$ cat src/rtl/riscv_pkg.sv
// Shared RV32 constants used by the front end: NOP encoding, major opcodes
// and the fetch-state encoding.
package riscv_pkg;

  localparam logic [31:0] NOP_INSTR = 32'h0000_0013;

  localparam logic [6:0] OP_R      = 7'b0110011;
  localparam logic [6:0] OP_I      = 7'b0010011;
  localparam logic [6:0] OP_LOAD   = 7'b0000011;
  localparam logic [6:0] OP_STORE  = 7'b0100011;
  localparam logic [6:0] OP_BRANCH = 7'b1100011;

  typedef enum logic [1:0] {
    S_REQ  = 2'd0,
    S_WAIT = 2'd1,
    S_DROP = 2'd2
  } fetch_state_e;

endpackage

$ cat src/rtl/if_stage.sv
// Instruction fetch: owns the PC and issues one word read at a time into a single-entry buffer.
// Latency is memory latency + 1; the next fetch waits for the buffer to empty or drain.
module if_stage
  import riscv_pkg::*;
#(
  parameter int               XLEN      = 32,
  parameter logic [XLEN-1:0]  RESET_PC  = '0,
  parameter logic [31:0]      NOP_INSTR = riscv_pkg::NOP_INSTR
) (
  input  logic             clk,
  input  logic             rst_n,
  output logic             imem_req,
  output logic [XLEN-1:0]  imem_addr,
  input  logic             imem_rvalid,
  input  logic [31:0]      imem_rdata,
  input  logic             redirect_valid,
  input  logic [XLEN-1:0]  redirect_pc,
  output logic             id_valid,
  input  logic             id_ready,
  output logic [31:0]      id_instr,
  output logic [XLEN-1:0]  id_pc,
  output logic [6:0]       id_op
);

  localparam logic [XLEN-1:0] ALIGN_MASK = {{(XLEN-2){1'b1}}, 2'b00};
  localparam logic [XLEN-1:0] PC_STEP    = XLEN'(4);

  fetch_state_e    state;
  logic [XLEN-1:0] pc;
  logic [XLEN-1:0] redirect_tgt;
  logic            drain;
  logic            req;

  assign redirect_tgt = redirect_pc & ALIGN_MASK;
  assign drain        = id_valid && id_ready;

  // A fetch only starts when its result is guaranteed a free buffer slot on arrival.
  assign req = rst_n && (state == S_REQ) && !redirect_valid && (!id_valid || id_ready);

  assign imem_req  = req;
  assign imem_addr = pc;
  assign id_op     = id_instr[6:0];

  always_ff @(posedge clk or negedge rst_n) begin
    if (!rst_n) begin
      state    <= S_REQ;
      pc       <= RESET_PC;
      id_valid <= 1'b0;
      id_instr <= NOP_INSTR;
      id_pc    <= '0;
    end else if (redirect_valid) begin
      pc       <= redirect_tgt;
      id_valid <= 1'b0;
      id_instr <= NOP_INSTR;
      case (state)
        S_REQ:   state <= S_REQ;
        S_WAIT,
        S_DROP:  state <= imem_rvalid ? S_REQ : S_DROP;
        default: state <= S_REQ;
      endcase
    end else begin
      if (drain) begin
        id_valid <= 1'b0;
        id_instr <= NOP_INSTR;
      end
      case (state)
        S_REQ: begin
          if (req) state <= S_WAIT;
        end
        S_WAIT: begin
          // Capture is placed after the drain so a same-edge drain+capture keeps the new word.
          if (imem_rvalid) begin
            id_instr <= imem_rdata;
            id_pc    <= pc;
            id_valid <= 1'b1;
            pc       <= pc + PC_STEP;
            state    <= S_REQ;
          end
        end
        S_DROP: begin
          if (imem_rvalid) state <= S_REQ;
        end
        default: state <= S_REQ;
      endcase
    end
  end

endmodule

$ cat config.mk
export PLATFORM = sky130hd
export DESIGN_NAME = if_stage
export DESIGN_NICKNAME = d
export VERILOG_FILES = /design/src/rtl/riscv_pkg.sv /design/src/rtl/if_stage.sv
export SDC_FILE = /design/constraint.sdc
export NUM_CORES = 1
export LEC_CHECK = 0
export BUFFER_PORTS_ARGS = -buffer_cell sky130_fd_sc_hd__buf_2
export CORE_UTILIZATION = 48
export CTS_BUF_LIST = sky130_fd_sc_hd__clkbuf_4 sky130_fd_sc_hd__clkbuf_8 sky130_fd_sc_hd__clkbuf_16
export CTS_CLUSTER_SIZE = 28
export DETAILED_ROUTE_END_ITERATION = 6
export PLACE_DENSITY = 0.8
export RECOVER_POWER = 25
export SYNTH_ARGS = -nofsm -noshare
export SYNTH_HDL_FRONTEND = slang
export SYNTH_SLANG_ARGS = --single-unit
$ cat constraint.sdc
create_clock -name clk -period 2.15 [get_ports clk]
set_input_delay 0.43 -clock clk [delete_from_list [all_inputs] [get_ports clk]]
set_output_delay 0.43 -clock clk [all_outputs]
set_load 0.01 [all_outputs]
Word-level counts from Yosys, hierarchy flattened:

Cells that the tools add are included.

* flip-flop bits (word level): 99
* bits of input ports: 69
* output and inout port bits: 105
* logic and storage cells: 42

* add/subtract/negate cells: 1
* eq/ne operators: 4
* mux-type cells: 17
* bitwise gates (word level): 1
* reduce and logical (&&, ||, !) cells: 14

Operators by type and width (number)
* $mux W32: 7
* $add A32 B3 Y32 const B: 1
* $mux W2: 5
* $logic_and A1 B1 Y1: 4
* $mux W1: 4
* $pmux W2 S2: 1
* $reduce_and A2 Y1: 2
* $reduce_bool A2 Y1: 2
* $ne A3 B1 Y1 const B: 1
* $ne A3 B3 Y1 const B: 1
* $reduce_and A3 Y1: 1
* $eq A2 B1 Y1 const B: 1
* $eq A2 B2 Y1 const B: 1
* $logic_not A1 Y1: 2
* $logic_not A2 Y1: 1
* $reduce_or A2 Y1: 1
* $logic_or A1 B1 Y1: 1
* $not A1 Y1: 1

Logic depth before layout (Yosys ltp):

* depth after elaboration: 7
* gate-level depth with buffers: 8
* depth with buffers taken out: 6

Worst setup path before layout:

OpenSTA, ideal clock, no wires.

* kind: register to register
* start point: register state[1]
* end point: register pc[21] (netlist: imem_addr[21])
* setup time: 0.082 ns
* arrival: 1.859 ns
* required time: 2.068 ns
* path slack: 0.209 ns
* stages on the path, launching flop included: 8
* buffers on the path: 1
* clock period less this slack: 1.941 ns
* cell sequence: dfrtp_1 inv_1 ha_1 nand4_1 or3_1 buf_2 or4_1 a31oi_1

* longest elaborated chain between the ends: 3

RTL lines
* start, declared: line if_stage.sv:28 `fetch_state_e state;`
* start signal, assigned: line if_stage.sv:58 `S_DROP: state <= imem_rvalid ? S_REQ : S_DROP;`
* $eq A2 B1 Y1: line if_stage.sv:66 `case (state)`
* $reduce_bool A2 Y1 (no line)
* $reduce_and A2 Y1 (no line)
* end signal, assigned: line if_stage.sv:52 `pc <= redirect_tgt;`
* end signal, assigned: line if_stage.sv:76 `pc <= pc + PC_STEP;`
* end, declared: line if_stage.sv:29 `logic [XLEN-1:0] pc;`

Every way passes these cells.
A chain may end at the register's enable or synchronous reset.

Worst setup path after layout:

* start point: register state[1]
* end point: register pc[17] (netlist: imem_addr[17])

The elaborated chain is that of the path after synthesis.

==> impl_metrics.tcl <==
set metrics [dict create \
    clkLatencyLatePin_ns 0.36 \
    p_leak_uw 0.00278 \
    clockRootBuffer "clkbuf_8" \
    crit_type "flip-flop to flip-flop" \
    row_count 33 \
    fin_nets 664 \
    min_period_ns 2.03 \
    grt-ovfl-total 0 \
    hold_start "redirect_pc[9]" \
    first_pass_iters 4 \
    pwr_density_cell_nw_per_um2 903 \
    htree_levels 3 \
    setup_violations 0 \
    syn_avg_cell_area_um2 9.85 \
    path_clk_slew_ns 0.10 \
    crit_end "imem_addr[17]$_DFFE_PN0P_" \
    seq_area_frac_synth 0.569 \
    synth_async_sr_flop_share 1.00 \
    startpoint_type "flip-flop" \
    fillCellCount 703 \
    regToRegSetupSlack_ns 0.12 \
    whs_path_depth 3 \
    die_x_um 95.4 \
    ys_seq_elements 95 \
    layout.cells.non_filler 702 \
    slew_violations 0 \
    die_h_um 95.4 \
    via_count 3714 \
    postRouteAntennaNets 0 \
    final_core_util 0.643 \
    outcome "finished, final reports clean" \
    maxCapViolations 0 \
    post_dp_cell_area_um2 5120 \
    arrival_ns 2.31 \
    grt_use_total 0.230 \
    timing.rr.end "imem_addr[17]$_DFFE_PN0P_" \
    wl_mm 10.4 \
    reg2reg_from "state[1]$_DFFE_PN0P_" \
    finalPower_uw 4840 \
    max-vdd-ir-drop_mv 0.459 \
    synthesis.area_um2 4190 \
    ys.flop_type "dfrtp_1" \
    rsz0062_at_grt "no" \
    final_area_um2 5360 \
    drc 0 \
    initial_core_util 0.502 \
    detail_route.vias_per_cell 5.29 \
    antenna_found_initial 0 \
    area_growth_pct 28.1 \
    drt_iter0_drc 132 \
    hold_viol_final 0 \
    layout-drive-gt1-share 0.355 \
    syn-instance-count 425 \
    routabilityCongestion 0.812 \
    cts_sinks 95 \
    hpwl_mm 7.49 \
    dp.cells 681 \
    worstRegToRegCells 7 \
    crit_path_max_fanout 8 \
    clock.fmax_mhz 492 \
    clock_path_buffers 2 \
    fin_worst_skew_ns 0.0105 \
    io_buffers 167 \
    end_kind "flip-flop" \
    synth_enable_flop_cells 0 \
    grt_max_degree 53 \
    ys_warn_count 0 \
    hold_buffers 0 \
    n_antenna_cell 0 \
    min_path_type "input pin to flip-flop" \
    first_global_vias 3468 \
    top_level_ports 174 \
    synthDistinctLibCells 34 \
    core_um2 8340 \
    cts_tree "built" \
    die_area_um2 9100 \
    min_period_over_period 0.945 \
    wl_per_cell_um 14.8 \
    cts_buffers 9 \
    required_ns 2.43 \
    crit_start "state[1]$_DFFE_PN0P_" \
    worst_pin_slew_ns 1.24 \
    slew_headroom 0.176 \
    grt_pass1_wl_mm 16.0 \
]
==> cell families (layout without fill, tap and decap cells) <==
group,count (synthesis),after routing,synth area share
other,1,4,0.000896
AO/OA/AOI/OAI,85,85,0.143
AND/OR/NAND/NOR,186,186,0.200
multiplexers,1,1,0.00239
buffers and inverters,41,210,0.0484
XOR/XNOR,13,13,0.0272
flip-flops,95,95,0.569
adder cells (fa/ha/maj),3,3,0.00897
==> critical path, cell delays in order, from the launching register on <==
cell and delay (ns):
dfrtp_1 0.37, inv_1 0.10, ha_2 0.22, nand4_1 0.14, or3_4 0.45, clkbuf_4 0.20, or3_1 0.31, a31oi_1 0.18
==> metal layers <==
metal	wire, µm	vias up	track usage
met1	4620	1771	0.301
met4	150	0	0.0846
met3	665	12	0.0558
met2	4930	124	0.371
met5	0	-	0
li1	-	1807	-
==> cell usage after synthesis, types with 2 or more instances <==
| master | instances | share of area |
|---|---|---|
| nand2_1 | 114 | 0.10 |
| dfrtp_1 | 92 | 0.55 |
| a22o_1 | 29 | 0.061 |
| o21ai_0 | 21 | 0.025 |
| nor2_1 | 20 | 0.018 |
| clkbuf_1 | 19 | 0.017 |
| a31oi_1 | 17 | 0.025 |
| buf_4 | 12 | 0.022 |
| nand4_1 | 12 | 0.018 |
| o31ai_1 | 11 | 0.020 |
| or4_1 | 11 | 0.020 |
| and3_1 | 8 | 0.012 |
| nand3_1 | 7 | 0.0084 |
| xor2_1 | 7 | 0.015 |
| or3_1 | 6 | 0.0090 |
| xnor2_1 | 6 | 0.013 |
| inv_1 | 4 | 0.0036 |
| a21oi_1 | 3 | 0.0036 |
| buf_2 | 3 | 0.0036 |
| dfstp_2 | 3 | 0.019 |
| ha_1 | 3 | 0.0090 |
| o22a_1 | 3 | 0.0063 |
| buf_1 | 2 | 0.0018 |
| nor4_1 | 2 | 0.0030 |
==> worst min-delay path by stage <==
| stage | to | slack, ns |
|---|---|---|
| 6_report | imem_addr[9]$_DFFE_PN0P_ | 0.28 |
| 5_1_grt | imem_addr[7]$_DFFE_PN0P_ | 0.26 |
| 4_1_cts | id_pc[27]$_DFFE_PN0P_ | 0.17 |
| 3_5_place_dp | id_pc[23]$_DFFE_PN0P_ | 0.46 |
| 3_3_place_gp | id_pc[25]$_DFFE_PN0P_ | 0.45 |
| 2_1_floorplan | id_instr[10]$_DFF_PN0_ | 0.13 |
==> final cells by class <==
cell class | count | area [µm²] | share of cell area
flip-flops and latches | 95 | 2380 | 0.444
multi-input cells | 292 | 1630 | 0.304
repair buffers | 189 | 995 | 0.185
well taps | 105 | 131 | 0.0245
clock buffers | 9 | 124 | 0.0231
clock inverters | 7 | 85.1 | 0.0159
inverters | 5 | 18.8 | 0.00350
==> repair_timing <==
action                                  in CTS  in global routing
setup buffers                                0                  5
gates resized for setup                      1                  1
gates cloned                                 0                  0
pin swaps                                    0                  3
endpoints found under the setup margin       3                  4
==> layout by cell type (no fill, tap or decap), types with 2 or more instances in the layout <==
cell / count
and3_1: 8
buf_4: 19
dfrtp_1: 92
xnor2_1: 6
a31oi_1: 17
clkbuf_2: 2
nand2_1: 114
buf_2: 166
inv_1: 4
ha_1: 2
xor2_1: 7
conb_1: 4
a22o_1: 29
a21oi_1: 3
dfstp_2: 3
o31ai_1: 11
nor2_1: 19
inv_6: 3
nand3_1: 7
nor4_1: 2
clkbuf_8: 9
nand4_1: 12
or4_1: 11
o22a_1: 3
clkinv_4: 2
or3_1: 5
o21ai_0: 21
==> per-stage QoR <==
stage / hold WS [ns] / setup WS, ns / setup TNS (ns)
2_1_floorplan: 0.134 / 0.209 / 0
3_3_place_gp: 0.452 / 0.0778 / 0
3_5_place_dp: 0.457 / -0.0101 / -0.0101
4_1_cts: 0.167 / 0.109 / 0
5_1_grt: 0.262 / 0.00936 / 0
6_report: 0.278 / 0.118 / 0
==> registers in the layout (all words and copies together) (netlist names) <==
name / count
imem_addr: 30
state: 2
id_valid: 1
id_pc: 30
id_instr: 32
==> where the power goes <==
group / internal, µW / switching, µW
Combinational: 525 / 705
Sequential: 2150 / 226
Clock: 563 / 673
Total: 3240 / 1600
Note: power is estimated with default switching activity, not from simulation.
